==> src/rtl/tron_frame_sequencer.sv <==
// Pixel-stream sequencer for the Tron VGA path: round-robin player heads plus timer bar,
// then a full-screen clear, then per-player rank glyphs. One registered pixel per clock.
module tron_frame_sequencer #(
  parameter int NUM_PLAYERS = 4,
  parameter int X_W         = 8,
  parameter int Y_W         = 7,
  parameter int SCREEN_W    = 160,
  parameter int SCREEN_H    = 120,
  parameter int TIMER_Y     = 119,
  parameter int GLYPH_W     = 5,
  parameter int GLYPH_H     = 7,
  parameter int GLYPH_X0    = 33,
  parameter int GLYPH_PITCH = 30,
  parameter int GLYPH_Y0    = 42
) (
  input  logic                                   CLOCK_50,
  input  logic                                   resetn,
  input  logic                                   start,
  input  logic                                   tick,
  input  logic [NUM_PLAYERS*(X_W+Y_W)-1:0]       player_pos,
  input  logic [NUM_PLAYERS*3-1:0]               player_colour,
  input  logic [NUM_PLAYERS*3-1:0]               rank_colour,
  input  logic [NUM_PLAYERS*GLYPH_W*GLYPH_H-1:0] glyph_bits,
  output logic [X_W-1:0]                         x,
  output logic [Y_W-1:0]                         y,
  output logic [2:0]                             colour,
  output logic                                   plot,
  output logic                                   running,
  output logic                                   done
);

  localparam int PW     = X_W + Y_W;
  localparam int GN     = GLYPH_W * GLYPH_H;
  localparam int SLOT_W = $clog2(NUM_PLAYERS + 1);
  localparam int K_W    = (NUM_PLAYERS > 1) ? $clog2(NUM_PLAYERS) : 1;
  localparam int CX_W   = (SCREEN_W > 1) ? $clog2(SCREEN_W) : 1;
  localparam int CY_W   = (SCREEN_H > 1) ? $clog2(SCREEN_H) : 1;
  localparam int GP_W   = (GN > 1) ? $clog2(GN) : 1;
  localparam int GC_W   = (GLYPH_W > 1) ? $clog2(GLYPH_W) : 1;
  localparam int GR_W   = (GLYPH_H > 1) ? $clog2(GLYPH_H) : 1;

  typedef enum logic [2:0] {IDLE, PLAY, CLEAR, GLYPH, DONE} state_t;

  state_t              state, state_next;
  logic [SLOT_W-1:0]   slot, slot_next;
  logic [CX_W-1:0]     timer_x, timer_x_next;
  logic                expired, expired_next;
  logic [CX_W-1:0]     cx, cx_next;
  logic [CY_W-1:0]     cy, cy_next;
  logic [GP_W-1:0]     gp, gp_next;
  logic [GC_W-1:0]     gcol, gcol_next;
  logic [GR_W-1:0]     grow, grow_next;
  logic [K_W-1:0]      gk, gk_next;
  logic [X_W-1:0]      x_next;
  logic [Y_W-1:0]      y_next;
  logic [2:0]          colour_next;
  logic                plot_next, running_next, done_next;

  logic [PW-1:0] pos_arr [NUM_PLAYERS];
  logic [2:0]    pcol_arr[NUM_PLAYERS];
  logic [2:0]    rcol_arr[NUM_PLAYERS];
  logic [GN-1:0] glyph_arr[NUM_PLAYERS];
  logic [PW-1:0] cur_pos;
  logic [GP_W-1:0] bit_idx;

  for (genvar gi = 0; gi < NUM_PLAYERS; gi++) begin : g_unpack
    assign pos_arr[gi]   = player_pos[gi*PW +: PW];
    assign pcol_arr[gi]  = player_colour[gi*3 +: 3];
    assign rcol_arr[gi]  = rank_colour[gi*3 +: 3];
    assign glyph_arr[gi] = glyph_bits[gi*GN +: GN];
  end

  assign cur_pos = pos_arr[slot[K_W-1:0]];
  // Bitmaps are row-major with pixel 0 at the MSB.
  assign bit_idx = GP_W'(GN - 1) - gp;

  always_ff @(posedge CLOCK_50 or negedge resetn) begin
    if (!resetn) begin
      state   <= IDLE;
      slot    <= '0;
      timer_x <= '0;
      expired <= 1'b0;
      cx      <= '0;
      cy      <= '0;
      gp      <= '0;
      gcol    <= '0;
      grow    <= '0;
      gk      <= '0;
      x       <= '0;
      y       <= '0;
      colour  <= '0;
      plot    <= 1'b0;
      running <= 1'b0;
      done    <= 1'b0;
    end else begin
      state   <= state_next;
      slot    <= slot_next;
      timer_x <= timer_x_next;
      expired <= expired_next;
      cx      <= cx_next;
      cy      <= cy_next;
      gp      <= gp_next;
      gcol    <= gcol_next;
      grow    <= grow_next;
      gk      <= gk_next;
      x       <= x_next;
      y       <= y_next;
      colour  <= colour_next;
      plot    <= plot_next;
      running <= running_next;
      done    <= done_next;
    end
  end

  always_comb begin
    state_next   = state;
    slot_next    = slot;
    timer_x_next = timer_x;
    expired_next = expired;
    cx_next      = cx;
    cy_next      = cy;
    gp_next      = gp;
    gcol_next    = gcol;
    grow_next    = grow;
    gk_next      = gk;
    x_next       = '0;
    y_next       = '0;
    colour_next  = '0;
    plot_next    = 1'b0;
    running_next = 1'b0;
    done_next    = 1'b0;

    case (state)
      IDLE, DONE: begin
        done_next = (state == DONE);
        if (start) begin
          state_next   = PLAY;
          timer_x_next = '0;
          expired_next = 1'b0;
          slot_next    = '0;
        end
      end

      PLAY: begin
        running_next = 1'b1;
        plot_next    = 1'b1;
        if (tick) begin
          if (timer_x == CX_W'(SCREEN_W - 1)) expired_next = 1'b1;
          else                                timer_x_next = timer_x + 1'b1;
        end
        if (slot == SLOT_W'(NUM_PLAYERS)) begin
          // Timer slot draws the pre-tick position; expiry only acts at the sweep boundary.
          x_next      = X_W'(timer_x);
          y_next      = Y_W'(TIMER_Y);
          colour_next = 3'b111;
          slot_next   = '0;
          if (expired_next) begin
            state_next = CLEAR;
            cx_next    = '0;
            cy_next    = '0;
          end
        end else begin
          x_next      = cur_pos[PW-1:Y_W];
          y_next      = cur_pos[Y_W-1:0];
          colour_next = pcol_arr[slot[K_W-1:0]];
          slot_next   = slot + 1'b1;
        end
      end

      CLEAR: begin
        plot_next = 1'b1;
        x_next    = X_W'(cx);
        y_next    = Y_W'(cy);
        if (cx == CX_W'(SCREEN_W - 1)) begin
          cx_next = '0;
          if (cy == CY_W'(SCREEN_H - 1)) begin
            cy_next    = '0;
            state_next = GLYPH;
            gp_next    = '0;
            gcol_next  = '0;
            grow_next  = '0;
            gk_next    = '0;
          end else begin
            cy_next = cy + 1'b1;
          end
        end else begin
          cx_next = cx + 1'b1;
        end
      end

      GLYPH: begin
        plot_next   = 1'b1;
        x_next      = X_W'(32'(GLYPH_X0) + 32'(gk) * 32'(GLYPH_PITCH) + 32'(gcol));
        y_next      = Y_W'(32'(GLYPH_Y0) + 32'(grow));
        colour_next = glyph_arr[gk][bit_idx] ? rcol_arr[gk] : 3'b000;
        // Player index is the inner loop so all glyphs fill in together.
        if (gk == K_W'(NUM_PLAYERS - 1)) begin
          gk_next = '0;
          if (gp == GP_W'(GN - 1)) begin
            state_next = DONE;
          end else begin
            gp_next = gp + 1'b1;
            if (gcol == GC_W'(GLYPH_W - 1)) begin
              gcol_next = '0;
              grow_next = grow + 1'b1;
            end else begin
              gcol_next = gcol + 1'b1;
            end
          end
        end else begin
          gk_next = gk + 1'b1;
        end
      end

      default: state_next = IDLE;
    endcase
  end

endmodule

==> config.mk <==
export PLATFORM = sky130hd
export DESIGN_NAME = tron_frame_sequencer
export DESIGN_NICKNAME = d
export VERILOG_FILES = /design/src/rtl/tron_frame_sequencer.sv
export SDC_FILE = /design/constraint.sdc
export NUM_CORES = 1
export LEC_CHECK = 0
export CORE_UTILIZATION = 30
export CTS_BUF_LIST = sky130_fd_sc_hd__clkbuf_8
export CTS_CLUSTER_DIAMETER = 30
export CTS_CLUSTER_SIZE = 14
export DETAILED_ROUTE_END_ITERATION = 12
export GPL_TIMING_DRIVEN = 0
export SYNTH_ARGS = -nofsm -noshare
export SYNTH_HDL_FRONTEND = slang
export SYNTH_SLANG_ARGS = --single-unit
==> constraint.sdc <==
create_clock -name CLOCK_50 -period 2.8 [get_ports CLOCK_50]
set_clock_uncertainty 0.1 [all_clocks]
set_input_delay 0.42 -clock CLOCK_50 [delete_from_list [all_inputs] [get_ports CLOCK_50]]
set_output_delay 0.42 -clock CLOCK_50 [all_outputs]
set_load 0.01 [all_outputs]
==> summary.md <==
| Metric | Value |
|---|---|
| Die ar. | 18,400 sq um |
| Hold Path Class | input port to async pin |
| Worst reg2reg path endpoint | colour[1] |
| Remaining antenna violation count | 0 |
| Final Instance Area | 8560 sq um |
| Data required time of the worst path | 2.92 ns |
| Min cycle time layout | 2.70 ns |
| Placer Congestion | 0.876 |
| Total gr overflow | 0 |
| Number of synthesized register bits | 65 |
| Outcome | completed |
| Clk buf depth | 2 |
| Final period utilization | 0.964 |
| Horiz. Die Dim | 136 um |
| First-pass GRT wire length | 30.0 mm |
| Hold Buf Count CTS | 0 |
| Wire per inst | 18.9 um |
| Skew-Pair Late Insertion Delay | 0.34 ns |
| Slew HR | 0.421 |
| Synth Flop Type | dfrtp_1 |
| Total chip power | 2.30 mW |
| Post-Syn Nets | 770 |
| I/O Buffers | 248 |
| Critical path startpoint category | flop |
| Worst-margin pin slew | 0.847 ns |
| Asr flop ratio synth | 1.00 |
| Drt pass-1 iters | 5 |
| Data arrival, critical path | 2.82 ns |
| Peak Freq | 370 MHz |
| Std cell rows | 48 |
| Final setup fails | 0 |
| DP Area | 8130 sq um |
| Hold slack final | 0.0614 ns |
| Post-synth cell types | 59 |
| 1st-iter DRT viols | 356 |
| Crit Path Category | flop to flop |
| Power per Cell Area | 269 nW/um^2 |
| Die height | 136 um |
| RR Startpoint | gp[1] |
| EDFF count, synth | 0 |
| Synth Cell Area | 5370 sq um |
| Total Nets Final | 1,033 |
| Final hold vios | 0 |
| Maximum fanout along the worst path | 8 |
| Post-synth top area cell | dfrtp_1 |
| CTS Buf Count | 9 |
| GR Util All Layers | 0.211 |
| Vias in the first global route | 5,803 |
| Worst Reg2Reg Path Length in Cells | 7 |
| Via/cell ratio | 5.33 |
| Pins over their slew limit | 0 |
| Largest net degree at the start of global routing | 66 |
| Syn Inst Count | 523 |
| TritonCTS clock tree | yes |
| Sink Count | 65 |
| Layout cells sized above 1 | 0.149 |
| Leakage | 3.39 nW |
| Htree depth | 3 |
| Sequential-to-total area share from yosys stat | 0.303 |
| Vias | 5,415 |
| Synth top area share | 0.303 |
| Commonest non-fill, non-tap cell in the layout | clkdlybuf4s50_1 |
| Synth warn | 0 |
| Syn avg cell area | 10.3 sq um |
| Synth area leaders | dfrtp_1 30%, mux4_2 22%, nand2_1 4.5%, ha_1 4.2%, o21ai_0 3.8% |
| IO Pins | 249 |
| Initial antenna violation count | 0 |
| Starting Density | 0.308 |
| CTS root buffer | clkbuf_8 |
| Clock-pin slew on the worst setup and hold paths | 0.08 ns |
| Final WL | 19.2 mm |
| Area grow syn2layout | 59.3% |
| Finished Core Util | 0.491 |
| Ant diodes | 0 |
| Type of element capturing the critical path | flop |
| Post-route DRC | 0 |
| Commonest non-fill, non-tap cells in the layout | 247 x clkdlybuf4s50_1, 64 x nand2_1, 63 x dfrtp_1 |
| Reg2reg setup slack | 0.10 ns |
| Maxcap violations | 0 |
| Area of the core | 17,400 sq um |
| DP Wirelength | 15.9 mm |
| Worst VDD drop | 0.000193 V |
[cell type report]
class,count,area (sq um)
clock buffers,10,138
inverters,11,45.0
fillers,1585,8860
multi-input cells,406,3600
repair buffers,255,2530
clock inverters,6,90.1
flip-flops and latches,65,1630
plain buffers,38,239
well taps,225,282
[sequential cells by signal (all words and copies together) (netlist names)]
signal and count:
timer_x 8, cx 8, slot 3, plot 1, running 1, done 1, expired 1, x 8
gp 6, gcol 3, y 7, grow 3, colour 3, cy 7, gk 2, state 3
[through the flow]
step           worst slack, ns  std cells  TNS (ns)
2_1_floorplan          0.00579        523         0
3_3_place_gp            -0.963        996    -67.54
3_5_place_dp            -0.553        996     -7.27
4_1_cts                0.00683       1014         0
5_1_grt               -0.00786       1016  -0.00786
6_report                 0.100       1016         0
[layer usage]
layer,up-vias,track usage,routed length (um)
met5,-,0,0
met4,0,0.0549,382
li1,2530,-,-
met1,2612,0.234,6970
met2,242,0.406,10600
met3,31,0.0406,1260
[kinds of logic (layout without fill, tap and decap cells)]
family | Yosys count | after routing | synth area share
xor+xnor | 23 | 23 | 0.0375
flops | 65 | 65 | 0.303
mux | 77 | 77 | 0.278
fa+ha+maj | 19 | 19 | 0.0457
simple gates | 175 | 175 | 0.156
buf+inv | 52 | 320 | 0.0452
compound gates | 112 | 112 | 0.136
[cell usage after synthesis, types with 2 or more instances]
library cell	instances
buf_1	4
a2111oi_0	2
mux2_2	4
o31ai_1	12
a41oi_1	2
mux4_1	4
nor2_1	37
nand2_1	64
o41ai_1	4
xor2_1	15
nand3b_1	2
nor2b_1	6
and2_1	6
o21ai_0	41
nand2b_1	6
a31oi_1	6
buf_4	3
mux2i_1	17
buf_6	2
or4_1	2
nand4_1	11
a22o_1	5
a21oi_1	16
nor4_1	6
xnor2_1	8
clkbuf_1	23
a32o_1	3
inv_1	10
mux4_2	52
buf_2	8
o22ai_1	7
ha_1	18
nand3_1	14
dfrtp_1	65
and3_1	6
nor3_1	8
o311a_1	2
[worst max-delay path, cell delays in order (launching register included)]
cell,delay (ns)
dfrtp_1,0.47
ha_2,0.33
xor2_4,0.27
mux4_2,0.54
or2_0,0.22
and4_4,0.18
o41ai_1,0.37
nor2_1,0.08
[timing repair]
action | 4_1_cts | 5_1_grt
endpoints found under the setup margin | 35 | 24
gates resized for setup | 25 | 17
buffers inserted | 3 | 4
pin swaps | 0 | 1
[power by group]
| part | switching, mW | internal, mW | total, mW |
|---|---|---|---|
| clock | 0.381 | 0.528 | 0.910 |
| combinational | 0.0989 | 0.351 | 0.450 |
| sequential | 0.000722 | 0.940 | 0.941 |
| total | 0.481 | 1.82 | 2.30 |
[how the worst max path moves through the flow]
| stage | depth (start not counted) | slack [ns] | end | startpoint |
|---|---|---|---|---|
| finish | 7 | 0.10 | colour[1] | gp[1] |
| global route | 7 | -0.008 | colour[0] | gp[1] |
| CTS | 10 | 0.007 | cy[3] | slot[0] |
| detailed placement | 10 | -0.55 | colour[2] | slot[0] |
| global placement | 1 | -0.96 | gp[0] | resetn |
| floorplan | 12 | 0.006 | x[6] | gk[0] |
(Power assumes the default switching activity.)
